### src/rtl/uart_tx_arbiter_if.sv
`default_nettype none
// ============================================================================
// uart_tx_arbiter_if : request/byte bus between four requesters and the
//                      shared UART transmitter scheduler.
// Revision 1.0
// ============================================================================
interface uart_tx_arbiter_if #(
  parameter int DIV_W = 32
);
  logic [3:0]       req;
  logic [31:0]      req_data;
  logic [DIV_W-1:0] baud_div;
  logic [3:0]       grant;
  logic [3:0]       done;
  logic             busy;
  logic [1:0]       active_id;
  logic [7:0]       tx_data;
  logic             tx_start;

  modport slave (
    input  req, req_data, baud_div,
    output grant, done, busy, active_id, tx_data, tx_start
  );

  modport master (
    output req, req_data, baud_div,
    input  grant, done, busy, active_id, tx_data, tx_start
  );
endinterface
`default_nettype wire

### src/rtl/uart_tx_arbiter.sv
`default_nettype none
// ============================================================================
// uart_tx_arbiter : round-robin scheduler sharing one UART TX among four
//                   requesters; times each frame from the latched divider.
// Revision 1.0
// ============================================================================
module uart_tx_arbiter #(
  parameter int FRAME_BITS = 11,
  parameter int DIV_W      = 32
) (
  input wire logic          clk,
  input wire logic          rst_n,
  uart_tx_arbiter_if.slave  bus
);
  localparam int BIT_W = $clog2(FRAME_BITS);

  typedef enum logic [2:0] {
    S_IDLE = 3'd0,
    S_LOAD = 3'd1,
    S_SEND = 3'd2,
    S_WAIT = 3'd3,
    S_DONE = 3'd4
  } state_t;

  state_t           state_q, state_d;
  logic [1:0]       ptr_q, ptr_d;
  logic [1:0]       active_id_q, active_id_d;
  logic [3:0]       grant_q, grant_d;
  logic [3:0]       done_q, done_d;
  logic             busy_q, busy_d;
  logic             tx_start_q, tx_start_d;
  logic [7:0]       tx_data_q, tx_data_d;
  logic [DIV_W-1:0] div_q, div_d;
  logic [DIV_W-1:0] period_q, period_d;
  logic [BIT_W-1:0] bit_q, bit_d;

  logic             found;
  logic [1:0]       win;
  logic [1:0]       idx;
  logic [4:0]       sel;

  // Round-robin search starting at the pointer, wrapping modulo 4.
  always_comb begin
    found = 1'b0;
    win   = ptr_q;
    idx   = 2'd0;
    for (int k = 0; k < 4; k++) begin
      idx = ptr_q + 2'(k);
      if (!found && bus.req[idx]) begin
        found = 1'b1;
        win   = idx;
      end
    end
    sel = {win, 3'b000};
  end

  always_comb begin
    state_d     = state_q;
    ptr_d       = ptr_q;
    active_id_d = active_id_q;
    grant_d     = 4'b0000;
    done_d      = 4'b0000;
    busy_d      = busy_q;
    tx_start_d  = 1'b0;
    tx_data_d   = tx_data_q;
    div_d       = div_q;
    period_d    = period_q;
    bit_d       = bit_q;

    case (state_q)
      S_IDLE: begin
        if (found) begin
          grant_d     = 4'b0001 << win;
          tx_data_d   = bus.req_data[sel +: 8];
          active_id_d = win;
          div_d       = (bus.baud_div == '0) ? DIV_W'(1) : bus.baud_div;
          ptr_d       = win + 2'd1;
          busy_d      = 1'b1;
          state_d     = S_LOAD;
        end
      end
      S_LOAD: begin
        tx_start_d = 1'b1;
        state_d    = S_SEND;
      end
      S_SEND: begin
        period_d = '0;
        bit_d    = '0;
        state_d  = S_WAIT;
      end
      S_WAIT: begin
        if (period_q == div_q - DIV_W'(1)) begin
          period_d = '0;
          if (bit_q == BIT_W'(FRAME_BITS - 1)) begin
            bit_d   = '0;
            done_d  = 4'b0001 << active_id_q;
            state_d = S_DONE;
          end else begin
            bit_d = bit_q + BIT_W'(1);
          end
        end else begin
          period_d = period_q + DIV_W'(1);
        end
      end
      S_DONE: begin
        busy_d  = 1'b0;
        state_d = S_IDLE;
      end
      default: begin
        state_d = S_IDLE;
        busy_d  = 1'b0;
      end
    endcase
  end

  always_ff @(posedge clk or negedge rst_n) begin
    if (!rst_n) begin
      state_q     <= S_IDLE;
      ptr_q       <= 2'd0;
      active_id_q <= 2'd0;
      grant_q     <= 4'b0000;
      done_q      <= 4'b0000;
      busy_q      <= 1'b0;
      tx_start_q  <= 1'b0;
      tx_data_q   <= 8'h00;
      div_q       <= '0;
      period_q    <= '0;
      bit_q       <= '0;
    end else begin
      state_q     <= state_d;
      ptr_q       <= ptr_d;
      active_id_q <= active_id_d;
      grant_q     <= grant_d;
      done_q      <= done_d;
      busy_q      <= busy_d;
      tx_start_q  <= tx_start_d;
      tx_data_q   <= tx_data_d;
      div_q       <= div_d;
      period_q    <= period_d;
      bit_q       <= bit_d;
    end
  end

  assign bus.grant     = grant_q;
  assign bus.done      = done_q;
  assign bus.busy      = busy_q;
  assign bus.active_id = active_id_q;
  assign bus.tx_data   = tx_data_q;
  assign bus.tx_start  = tx_start_q;

endmodule
`default_nettype wire

### src/flat_wrapper.sv
// flat-port wrapper written by rule: the top's interface ports become plain ports
module uart_tx_arbiter_flat 
#(
  parameter int FRAME_BITS = 11,
  parameter int DIV_W      = 32
)
  (clk, rst_n, bus_req, bus_req_data, bus_baud_div, bus_grant, bus_done, bus_busy, bus_active_id, bus_tx_data, bus_tx_start);
  uart_tx_arbiter_if #(.DIV_W(DIV_W)) bus_i ();
  input wire logic clk;
  input wire logic rst_n;
  input wire logic [$bits(bus_i.req)-1:0] bus_req;
  input wire logic [$bits(bus_i.req_data)-1:0] bus_req_data;
  input wire logic [$bits(bus_i.baud_div)-1:0] bus_baud_div;
  output wire logic [$bits(bus_i.grant)-1:0] bus_grant;
  output wire logic [$bits(bus_i.done)-1:0] bus_done;
  output wire logic [$bits(bus_i.busy)-1:0] bus_busy;
  output wire logic [$bits(bus_i.active_id)-1:0] bus_active_id;
  output wire logic [$bits(bus_i.tx_data)-1:0] bus_tx_data;
  output wire logic [$bits(bus_i.tx_start)-1:0] bus_tx_start;
  assign bus_i.req = bus_req;
  assign bus_i.req_data = bus_req_data;
  assign bus_i.baud_div = bus_baud_div;
  assign bus_grant = bus_i.grant;
  assign bus_done = bus_i.done;
  assign bus_busy = bus_i.busy;
  assign bus_active_id = bus_i.active_id;
  assign bus_tx_data = bus_i.tx_data;
  assign bus_tx_start = bus_i.tx_start;
  uart_tx_arbiter #(.FRAME_BITS(FRAME_BITS), .DIV_W(DIV_W)) u_core (.clk(clk), .rst_n(rst_n), .bus(bus_i));
endmodule
### config.mk
export PLATFORM = sky130hd
export DESIGN_NAME = uart_tx_arbiter_flat
export DESIGN_NICKNAME = d
export VERILOG_FILES = /design/src/rtl/uart_tx_arbiter_if.sv /design/src/rtl/uart_tx_arbiter.sv /design/src/flat_wrapper.sv
export SDC_FILE = /design/constraint.sdc
export NUM_CORES = 1
export LEC_CHECK = 0
export ABC_AREA = 1
export BUFFER_PORTS_ARGS = -buffer_cell sky130_fd_sc_hd__buf_2
export CORE_ASPECT_RATIO = 1.5
export CORE_MARGIN = 8
export CORE_UTILIZATION = 60
export CTS_BUF_LIST = sky130_fd_sc_hd__clkbuf_4
export DETAILED_ROUTE_END_ITERATION = 10
export PLACE_DENSITY = 0.9
export SYNTH_ARGS = -nofsm -noshare
export SYNTH_HDL_FRONTEND = slang
export SYNTH_SLANG_ARGS = --single-unit
### constraint.sdc
create_clock -name clk -period 6.2 [get_ports clk]
set_input_delay 0.31 -clock clk [delete_from_list [all_inputs] [get_ports clk]]
set_output_delay 0.31 -clock clk [all_outputs]
set_load 0.03 [all_outputs]
== Word-level counts from Yosys, hierarchy flattened ==
Cells that the tools add are included.

* Word-level logic and storage cells: 81
* Memories: 0
* Bits in writable memories: 0
* Register bits: 93
* Memory bits (read-only): 0
* Output and inout bits: 20
* Input bits: 70
* Bits in latches: 0

* $mul: 0
* Mux-type cells: 33
* Bitwise logic cells: 1
* Magnitude comparators: 4
* Eq/ne operators: 8
* Reduce and logical (&&, ||, !) cells: 14
* Divide/modulo/power cells: 0
* $add $sub $neg: 7
* Shift-type cells: 3

{| class="wikitable"
|+ Operators by type and width
! cell !! count
|-
| 2-to-1 mux 32 bit || 2
|-
| one-hot mux 32 bit (2 select lines) || 1
|-
| adder 32 x 1 -> 32 bit (second input constant) || 1
|-
| == test 32 bit || 1
|-
| zero test 32 bit || 1
|-
| indexed part select 32 x 6 -> 8 bit || 1
|-
| subtractor 32 x 1 -> 32 bit (second input constant) || 1
|-
| 2-to-1 mux 4 bit || 7
|-
| < comparator 2 x 3 -> 1 bit (second input constant) || 4
|-
| one-hot mux 3 bit (4 select lines) || 1
|-
| 2-to-1 mux 1 bit || 10
|-
| 2-to-1 mux 3 bit || 3
|-
| binary-select mux 1 bit (select 2 bit) || 4
|-
| one-hot mux 4 bit (2 select lines) || 1
|-
| << shifter 1 x 2 -> 4 bit (first input constant) || 2
|-
| == test 3 x 2 -> 1 bit (second input constant) || 2
|-
| 2-to-1 mux 2 bit || 3
|-
| != test 2 x 1 -> 1 bit (second input constant) || 3
|-
| AND reduction 2 bit || 3
|-
| adder 2 x 1 -> 2 bit (second input constant) || 2
|-
| adder 2 bit (second input constant) || 2
|-
| adder 4 x 1 -> 4 bit (second input constant) || 1
|-
| == test 4 bit (second input constant) || 1
|-
| == test 3 x 1 -> 1 bit (second input constant) || 1
|-
| other kinds (8) || 12
|}

== Logic depth before layout (Yosys ltp) ==
Gate-level depths: netlist (run 1).

* Depth in word-level cells: 15
* Depth in mapped cells: 18
* Mapped depth without buffers: 17

== Worst setup path before layout (run 1) ==
No wires, ideal clock.

* Path type: reg-to-reg
* From: reg u_core.div_q[0]
* To: reg u_core.period_q[11]
* Data required time: 6.067 ns
* Buffers on the path: 1
* Path slack: 4.087 ns
* Setup time: 0.133 ns
* Arrival: 1.980 ns
* Period minus slack after synthesis: 2.113 ns
* Cell stages (with the launch flop): 15
* Cells stage by stage: dfrtp_1 inv_1 ha_1 nand3_2 nor2_4 nand2_2 nand2_1 nand2_1 a21oi_1 nand3_1 nor2_1 nand3_2 nand2_2 buf_4 o22ai_1

* Word-level cells in the longest chain between the ends: 4

{| class="wikitable"
|+ Ends and longest elaborated chain
! element !! RTL line !! RTL
|-
| start, declared || uart_tx_arbiter.sv:33 || <nowiki>logic [DIV_W-1:0] div_q, div_d;</nowiki>
|-
| start signal, assigned || uart_tx_arbiter.sv:138 || <nowiki>div_q <= div_d;</nowiki>
|-
| subtractor 32 x 1 -> 32 bit || uart_tx_arbiter.sv:92 || <nowiki>if (period_q == div_q - DIV_W'(1)) begin</nowiki>
|-
| == test 32 bit || uart_tx_arbiter.sv:92 ||
|-
| 2-to-1 mux 32 bit || uart_tx_arbiter.sv:92 ||
|-
| one-hot mux 32 bit (2 select lines) || uart_tx_arbiter.sv:70 || <nowiki>case (state_q)</nowiki>
|-
| end signal, assigned || uart_tx_arbiter.sv:139 || <nowiki>period_q <= period_d;</nowiki>
|-
| end, declared || uart_tx_arbiter.sv:34 || <nowiki>logic [DIV_W-1:0] period_q, period_d;</nowiki>
|}

No other way between the ends.
A chain may end at the register's enable or synchronous reset.

== Final worst setup path (run 1) ==
* From: reg u_core.div_q[9]
* To: reg u_core.state_q[1]

* Word-level cells in the longest chain between the ends: 4

{| class="wikitable"
|+ Ends and longest elaborated chain
! element !! RTL line !! RTL
|-
| subtractor 32 x 1 -> 32 bit || uart_tx_arbiter.sv:92 ||
|-
| == test 32 bit || uart_tx_arbiter.sv:92 ||
|-
| != test 2 x 1 -> 1 bit (no line) || - ||
|-
| AND reduction 3 bit (no line) || - ||
|-
| end signal, assigned || uart_tx_arbiter.sv:130 || <nowiki>state_q <= state_d;</nowiki>
|-
| end, declared || uart_tx_arbiter.sv:25 || <nowiki>state_t state_q, state_d;</nowiki>
|}

No other way between the ends.

==> Implementation_results.wiki, run 1 <==
{| class="wikitable"
! Metric !! Value
|-
| Height of the die || roughly 140 µm
|-
| Ys async rst share || between 90% and 100%
|-
| Global-route met3 utilization || under 10%
|-
| Crit Path Category || flip-flop to flip-flop
|-
| Post-synthesis cell area || around 6600 µm²
|-
| Max transition margin || approximately half
|-
| Area fraction in compound gates after synthesis || under 10%
|-
| Critical Path Start Type || flip-flop
|-
| Skew final || around 0.016 ns
|-
| Aggregate negative setup slack || 0 ns
|-
| Number of I/O pins || 90
|-
| Register bit total from synthesis || 93
|-
| Detailed Route WL || roughly 20000 µm
|-
| RSZ-0062 raised after global routing || no
|-
| Placeable core region || between 10000 and 15000 µm²
|-
| TritonCTS clock tree || done
|-
| Multiplexer share of the synthesized area || 0%
|-
| Post-detailed-placement half-perimeter wirelength || roughly 15000 µm
|-
| Max Clock Freq || roughly 0.35 GHz
|-
| Count of yosys warnings during synthesis || 0
|-
| Number of setup buffers added after CTS || 0
|-
| Global-route wire length before repair || about 33000 µm
|-
| Utilization of the core after routing || 66.7%
|-
| Register clock-pin slew on the reported worst setup and hold paths || about 0.15 ns
|-
| Initial antenna violation count || 1
|-
| Worst path setup slack after routing || ~3.3 ns
|-
| Routed WL per cell || 16.6 µm
|-
| Post-Synthesis Net Count || between 1k and 1.5k
|-
| Routing layer with the top usage in global route || met2
|-
| Actual transition at the worst max-transition pin || 0.732 ns
|-
| Syn avg cell area || about 6.8 µm²
|-
| Most used DFF post-synth || sky130_fd_sc_hd__dfrtp_1
|-
| Cell count after synthesis || a little under 1k
|-
| Leakage Power || between 0.003 and 0.004 µW
|-
| Synth Area in XOR/XNOR || roughly 8%
|-
| CTS HTree Levels || 3
|-
| P&R area growth vs syn || 9.76%
|-
| Number of pins with negative max-slew slack in the final report || 0
|-
| Drt pass-1 iters || 7
|-
| Number of buffers between clock root and the deepest sink || 2
|-
| Largest fanout of any net on the critical path || 33
|-
| Clock buffer count from CTS || 9
|-
| VDD IR-drop max || between 0.0001 and 0.00015 V
|-
| Hold WS || 0.0453 ns
|-
| Number of nets in the layout || approximately 1.1k
|-
| DRC marker count from the first detailed-route iteration || between 400 and 500
|-
| Count of buffers inserted at the top-level ports || between 80 and 90
|-
| Pin count of the biggest net entering global routing || 58
|-
| Number of enable-type register cells in the synthesized netlist || 0
|-
| DIE AREA || approximately 15000 µm²
|-
| Library cell used as clock root buffer || sky130_fd_sc_hd__clkbuf_4
|-
| Outcome || finished clean
|-
| Adder and majority gate portion of the synthesized area || about 1.5%
|-
| Library cells used by synthesis || 38
|-
| Max-Cap Viols || 0
|-
| Final weighted congestion in routability-driven placement || ~1.1
|-
| Portion of the clock cycle consumed by the worst path in the final layout || a little under half
|-
| Placement-stage worst setup slack || between 3 and 4 ns
|-
| Final critical delay including setup and external delays || roughly 2.9 ns
|-
| Global-route met1 utilization || approximately 30%
|-
| Aggregate global-route resource usage || a little under 30%
|-
| Number of placement rows || between 40 and 50
|-
| Final global-route overflow total || 0
|-
| DRC errors left || 0
|-
| Power per Cell Area || between 150 and 200 nW/µm²
|-
| Endpoint type of the worst setup path || flip-flop
|-
| Detailed-route via count || ~6.8k
|-
| Area fraction in and, or, nand and nor cells after synthesis || between 40% and 50%
|-
| Portion of the post-synthesis area used by sequential elements || around a third
|-
| Final number of hold-violating endpoints || 0
|-
| Required time of the worst setup path || roughly 6.6 ns
|-
| Hold crit path type || primary input to flip-flop
|-
| Dominant combinational cell family by area after synthesis || simple AND/OR/NAND/NOR gates
|-
| Clock sink count || 93
|-
| Clk Latency, worst-skew pair || roughly 0.47 ns
|-
| Share of layout cells above drive strength 1 || 15.0%
|-
| Remaining antenna violation count || 0
|-
| Final setup fails || 0
|-
| Effective utilization at floorplan || about three fifths
|-
| Die W || slightly above 100 µm
|-
| Number of global-route vias before repair || a little over 7k
|-
| Met2 track demand over resource || between 50% and 60%
|-
| Arrival time of data at the critical path endpoint || roughly 3.2 ns
|-
| Routed via count divided by cell count || 5.57
|}
[power breakdown]
part           internal, µW  switching [µW]
logic                  74.3             135
registers               625            27.2
clock network          88.6             210
[cells in the mapped netlist, types with 12 or more instances]
library cell              instances  area (µm²)
sky130_fd_sc_hd__nand4_1         19         119
sky130_fd_sc_hd__nand2_2         12        75.1
sky130_fd_sc_hd__nor3_1          20         100
sky130_fd_sc_hd__nor2_2          13        81.3
sky130_fd_sc_hd__nand2_1        346        1300
sky130_fd_sc_hd__dfrtp_1         93        2330
sky130_fd_sc_hd__nand3_1         49         245
sky130_fd_sc_hd__nor2_1         104         390
sky130_fd_sc_hd__inv_1           95         357
sky130_fd_sc_hd__nor4_1          12        75.1
sky130_fd_sc_hd__xor2_1          46         403
sky130_fd_sc_hd__o22ai_1         19         119
sky130_fd_sc_hd__o21ai_0         43         215
sky130_fd_sc_hd__xnor2_1         15         131
[state kept, by name, indices dropped and copies added (netlist names)]
signal / flops
u_core.bus.tx_start: 1
u_core.bus.tx_data: 8
u_core.bus.busy: 1
u_core.bus.grant: 4
u_core.bus.active_id: 2
u_core.state_q: 3
u_core.bus.done: 4
u_core.div_q: 32
u_core.ptr_q: 2
u_core.bit_q: 4
u_core.period_q: 32
[critical path, cell delays in order, from the launching register on]
cell and delay, ns:
sky130_fd_sc_hd__dfrtp_1 0.54, sky130_fd_sc_hd__nor2_1 0.19, sky130_fd_sc_hd__nand2_1 0.11, sky130_fd_sc_hd__nor2_2 0.18, sky130_fd_sc_hd__nand2_1 0.12, sky130_fd_sc_hd__nor2_1 0.27
sky130_fd_sc_hd__nand2_1 0.09, sky130_fd_sc_hd__nand2_1 0.07, sky130_fd_sc_hd__inv_1 0.05, sky130_fd_sc_hd__nor2_1 0.08, sky130_fd_sc_hd__nand2_1 0.07, sky130_fd_sc_hd__nor2_2 0.12
sky130_fd_sc_hd__nand3_2 0.11, sky130_fd_sc_hd__nand2_2 0.49, sky130_fd_sc_hd__nand2_1 0.12, sky130_fd_sc_hd__nand2_1 0.11, sky130_fd_sc_hd__nand2_1 0.05
[stage by stage]
stage / instance area (µm²) / total power [µW] / cells
6_report: 7290 / 1160 / 1215
5_1_grt: 7290 / 1220 / 1215
4_1_cts: 7290 / 1160 / 1214
3_5_place_dp: 7170 / 868 / 1197
3_3_place_gp: 7170 / 862 / 1197
2_1_floorplan: 6640 / 793 / 979
[metal layers]
| metal | share of wire, % | up-vias |
|---|---|---|
| met3 | 5.8 | 88 |
| met5 | 0 | - |
| li1 | - | 3274 |
| met2 | 51 | 295 |
| met4 | 7.0 | 0 |
| met1 | 36 | 3115 |
[layout by cell type, fill, tap and decap left out, types with 13 or more instances in the layout]
cell | Yosys | layout
sky130_fd_sc_hd__nor3_1 | 20 | 20
sky130_fd_sc_hd__xnor2_1 | 15 | 15
sky130_fd_sc_hd__nand3_1 | 49 | 49
sky130_fd_sc_hd__o22ai_1 | 19 | 19
sky130_fd_sc_hd__dfrtp_1 | 93 | 93
sky130_fd_sc_hd__nand4_1 | 19 | 19
sky130_fd_sc_hd__o21ai_0 | 43 | 43
sky130_fd_sc_hd__nand2_1 | 346 | 346
sky130_fd_sc_hd__inv_1 | 95 | 95
sky130_fd_sc_hd__xor2_1 | 46 | 46
sky130_fd_sc_hd__nor2_2 | 13 | 13
sky130_fd_sc_hd__buf_2 | 6 | 88
sky130_fd_sc_hd__nor2_1 | 104 | 104
[final cells by class]
class                      instances  area [µm²]
multi-input combinational        761        3800
sequential                        93        2330
inverter                         104         390
tap                              147         184
fill                            1050        3650
clock buffer                      11        82.6
antenna                            1        2.50
clock inverter                     5        27.5
timing repair buffer              93         480
[worst paths after layout]
path	slack [ns]	startpoint	cells after the start	endpoint
min in group asynchronous	0.33	rst_n	2	u_core.div_q[31]$_DFFE_PN0P_
hold reg to reg	0.50	u_core.bus.tx_data[3]$_DFFE_PN0P_	2	u_core.bus.tx_data[3]$_DFFE_PN0P_
hold / removal	0.05	bus_baud_div[10]	3	u_core.div_q[10]$_DFFE_PN0P_
setup / recovery	3.33	u_core.div_q[9]$_DFFE_PN0P_	16	u_core.state_q[1]$_DFFE_PN0P_
setup reg to reg	3.33	u_core.div_q[9]$_DFFE_PN0P_	16	u_core.state_q[1]$_DFFE_PN0P_
max in group asynchronous	4.78	rst_n	3	u_core.div_q[3]$_DFFE_PN0P_
[cell families (layout without fill, tap and decap cells)]
family / count (synthesis) / in the layout
AO/OA/AOI/OAI: 86 / 86
adder cells (fa/ha/maj): 8 / 8
AND/OR/NAND/NOR: 606 / 606
buffers and inverters: 125 / 213
flip-flops: 93 / 93
XOR/XNOR: 61 / 61
other: 0 / 1
[timing repair]
| item | CTS | global route |
|---|---|---|
| endpoints found under the hold margin | 36 | 0 |
| hold buffers | 1 | 0 |
| gates resized for setup | 0 | 0 |
Note: power is estimated with default switching activity, not from simulation.
==> run 2: changes to the inputs <==
Clock period 6.2 ns to 2.98 ns, I/O delays scaled along.
==> run 2 against run 1 <==
Clock skew is 0.0017 ns lower. First-iteration DRC count is 18% higher. Clock power is 140% higher. Final cell count is 4.5% higher. Non-clock buffer count is 54 higher. Power is 120% higher. Die area stayed put. Sequential share of layout area is 2.4 points lower. Global-route usage is 2.1 points higher. Design area is 8.3% higher. Wire length is 8.8% higher. Largest cell class unchanged.
==> Implementation_results.wiki, run 2 (same netlist as run 1, synthesis figures left out) <==
{| class="wikitable"
! Metric !! Value
|-
| Final setup fails || 0 (unchanged)
|-
| Required time of the worst setup path || 3.33 ns (was 6.57 ns)
|-
| Crit Path Category || flip-flop to flip-flop (unchanged)
|-
| Launch point of the worst reg-to-reg path || u_core.ptr_q[0]$_DFFE_PN0P_ (was u_core.div_q[9]$_DFFE_PN0P_)
|-
| Power per Cell Area || 330 nW/µm² (was 159 nW/µm²)
|-
| Number of nets in the layout || 1194 (was 1140)
|-
| Number of buffers between clock root and the deepest sink || 2 (unchanged)
|-
| Int Power || 1780 µW (was 788 µW)
|-
| Initial antenna violation count || 2 (was 1)
|-
| Share of layout cells above drive strength 1 || 15.1% (was 15.0%)
|-
| Met2 track demand over resource || 55.8% (was 51.2%)
|-
| Number of pins with negative max-slew slack in the final report || 0 (unchanged)
|-
| Highest-count cells in the layout ignoring fill and taps || sky130_fd_sc_hd__nand2_1, sky130_fd_sc_hd__nor2_1, sky130_fd_sc_hd__inv_1, sky130_fd_sc_hd__dfrtp_1, sky130_fd_sc_hd__buf_2 (unchanged)
|-
| Worst path setup slack after routing || 0.136 ns (was 3.33 ns)
|-
| Outcome || finished clean (unchanged)
|-
| Die W || 102 µm (unchanged)
|-
| Most common cell after layout, fill and taps aside || sky130_fd_sc_hd__nand2_1 (unchanged)
|-
| Routed via count divided by cell count || 5.66 (was 5.57)
|-
| Actual transition at the worst max-transition pin || 0.724 ns (was 0.732 ns)
|-
| Final global-route overflow total || 0 (unchanged)
|-
| Global-route wire length before repair || 35500 µm (was 33300 µm)
|-
| Placement-stage worst setup slack || 0.377 ns (was 3.44 ns)
|-
| Final weighted congestion in routability-driven placement || 1.01 (was 1.06)
|-
| Height of the die || 145 µm (unchanged)
|-
| DRC marker count from the first detailed-route iteration || 488 (was 413)
|-
| Detailed-route via count || 7188 (was 6772)
|-
| Worst setup slack for register-to-register paths || 0.14 ns (was 3.33 ns)
|-
| DRC errors left || 0 (unchanged)
|-
| Aggregate negative setup slack || 0 ns (unchanged)
|-
| Pin count of the biggest net entering global routing || 53 (was 58)
|-
| Skew final || 0.0144 ns (was 0.0161 ns)
|-
| Remaining antenna violation count || 0 (unchanged)
|-
| VDD IR-drop max || 0.000234 V (was 0.000118 V)
|-
| Final number of hold-violating endpoints || 0 (unchanged)
|-
| Post-detailed-placement half-perimeter wirelength || 15600 µm (was 15400 µm)
|-
| Number of I/O pins || 90 (unchanged)
|-
| Register clock-pin slew on the reported worst setup and hold paths || 0.15 ns (about the same)
|-
| CTS HTree Levels || 3 (unchanged)
|-
| Endpoint type of the worst setup path || flip-flop (unchanged)
|-
| Effective utilization at floorplan || 60.7% (unchanged)
|-
| Final critical delay including setup and external delays || 2.84 ns (was 2.87 ns)
|-
| Max Clock Freq || 0.352 GHz (was 0.348 GHz)
|-
| Hold Crit Depth || 5 (was 3)
|-
| Clk Latency, worst-skew pair || 0.46 ns (was 0.47 ns)
|-
| Leakage Power || 0.00387 µW (was 0.00362 µW)
|-
| Worst Hold Endpoint || u_core.bus.tx_data[6]$_DFFE_PN0P_ (was u_core.div_q[10]$_DFFE_PN0P_)
|-
| Drt pass-1 iters || 7 (unchanged)
|-
| Routing layer with the top usage in global route || met2 (unchanged)
|-
| Portion of the clock cycle consumed by the worst path in the final layout || 95.4% (was 46.4%)
|-
| Net Sw Frac || 31.8% (was 32.1%)
|-
| Global-route met3 utilization || 5.65% (was 5.22%)
|-
| Count of buffers inserted at the top-level ports || 89 (unchanged)
|-
| Largest fanout of any net on the critical path || 19 (was 33)
|-
| DIE AREA || 14800 µm² (unchanged)
|-
| Portion of total power attributed to combinational logic || 20.2% (was 18.0%)
|-
| R2R cell count || 13 (was 16)
|-
| Hold crit path type || primary input to flip-flop (unchanged)
|-
| Clock buffer count from CTS || 9 (unchanged)
|-
| Max-Cap Viols || 0 (unchanged)
|-
| Placeable core region || 10900 µm² (unchanged)
|-
| Origin of the worst min-delay path || bus_req_data[30] (was bus_baud_div[10])
|-
| Arrival time of data at the critical path endpoint || 3.19 ns (was 3.24 ns)
|-
| Global-route met1 utilization || 30.5% (about the same)
|-
| Clock sink count || 93 (unchanged)
|-
| Sequential power share || 52.1% (was 56.2%)
|-
| P&R area growth vs syn || 18.9% (was 9.76%)
|-
| Switching component of the power || 827 µW (was 372 µW)
|-
| Number of global-route vias before repair || 7421 (was 7088)
|-
| Aggregate global-route resource usage || 31.3% (was 29.2%)
|-
| Max transition margin || 51.3% (was 51.2%)
|-
| Library cell used as clock root buffer || sky130_fd_sc_hd__clkbuf_4 (unchanged)
|-
| Critical Path Start Type || flip-flop (unchanged)
|-
| TritonCTS clock tree || done (unchanged)
|-
| Number of placement rows || 47 (unchanged)
|-
| Endpoint of the worst register-to-register path || u_core.bus.tx_data[5]$_DFFE_PN0P_ (was u_core.state_q[1]$_DFFE_PN0P_)
|-
| Clock network fraction of total power || 27.7% (was 25.7%)
|-
| Routed WL per cell || 17.3 µm (was 16.6 µm)
|-
| Detailed Route WL || 21900 µm (was 20200 µm)
|}
run 2: changes by cell type in the layout (fill, tap and decap cells not counted), moves of 2 or more:
cell | previous run | this run
sky130_fd_sc_hd__dlygate4sd3_1 | 1 | 50
sky130_fd_sc_hd__buf_4 | 4 | 7
sky130_fd_sc_hd__buf_12 | 0 | 2
sky130_fd_sc_hd__clkbuf_4 | 11 | 9
sky130_fd_sc_hd__clkinv_1 | 4 | 2
sky130_fd_sc_hd__inv_6 | 0 | 2
run 2: area by class of cell:
class / count / area, µm²
clock buffers: 9 / 67.6
repair buffers: 147 / 1030
clock inverters: 7 / 72.6
fillers: 888 / 3040
flip-flops and latches: 93 / 2330
diodes: 2 / 5.00
inverters: 104 / 393
well taps: 147 / 184
multi-input cells: 761 / 3810
run 2: metrics by stage:
stage | util (%) | power, µW | area [µm²] | hold slack (ns) | cells
after floorplan | - | 1650 | 6640 | -0.147 | 979
after global placement | 66.0 | 1790 | 7220 | 0.121 | 1201
after detailed placement | 66.0 | 1810 | 7220 | 0.129 | 1201
after CTS | 71.9 | 2590 | 7860 | 0.0175 | 1267
after global routing | 72.2 | 2730 | 7900 | 0.0677 | 1270
final | 72.2 | 2600 | 7900 | 0.0539 | 1270
run 2: layer usage:
metal / part of all wire (%) / up-vias
li1: - / 3383
met3: 5.7 / 132
met5: 0 / -
met2: 52 / 343
met1: 35 / 3330
met4: 8.2 / 0
run 2: how the worst max path moves through the flow:
stage | startpoint | end | depth (start not counted)
2_1_floorplan | u_core.div_q[0]$_DFFE_PN0P_ | u_core.period_q[11]$_DFFE_PN0P_ | 14
3_3_place_gp | u_core.div_q[0]$_DFFE_PN0P_ | u_core.state_q[0]$_DFFE_PN0P_ | 18
3_5_place_dp | u_core.div_q[0]$_DFFE_PN0P_ | u_core.state_q[0]$_DFFE_PN0P_ | 18
4_1_cts | u_core.ptr_q[0]$_DFFE_PN0P_ | u_core.bus.tx_data[0]$_DFFE_PN0P_ | 15
5_1_grt | u_core.ptr_q[0]$_DFFE_PN0P_ | u_core.bus.tx_data[5]$_DFFE_PN0P_ | 13
6_report | u_core.ptr_q[0]$_DFFE_PN0P_ | u_core.bus.tx_data[5]$_DFFE_PN0P_ | 13
run 2: timing repair:
action | CTS | global route
endpoints found under the setup margin | 0 | 5
hold buffers | 50 | 0
endpoints found under the hold margin | 69 | 0
setup buffers | 0 | 1
resized for setup | 0 | 6
run 2: power by group through the flow:
stage               Sequential (µW)  Clock [µW]  Combinational, µW
floorplan                      1380           0                274
global placement               1380           0                418
detailed placement             1380           0                429
CTS                            1350         738                499
global route                   1360         786                586
finish                         1360         721                525
run 2: critical path, stage by stage (launching register included):
cell and delay, ns:
sky130_fd_sc_hd__dfrtp_2 0.49, sky130_fd_sc_hd__nand2_1 0.08, sky130_fd_sc_hd__o21ai_0 0.13, sky130_fd_sc_hd__o21ai_0 0.43
sky130_fd_sc_hd__nand3_2 0.22, sky130_fd_sc_hd__inv_2 0.13, sky130_fd_sc_hd__nand2_4 0.10, sky130_fd_sc_hd__nand2_8 0.14
sky130_fd_sc_hd__inv_4 0.10, sky130_fd_sc_hd__nand2_1 0.09, sky130_fd_sc_hd__nand2_1 0.06, sky130_fd_sc_hd__dlygate4sd3_1 0.56
sky130_fd_sc_hd__nand2_1 0.09, sky130_fd_sc_hd__nand3_1 0.10
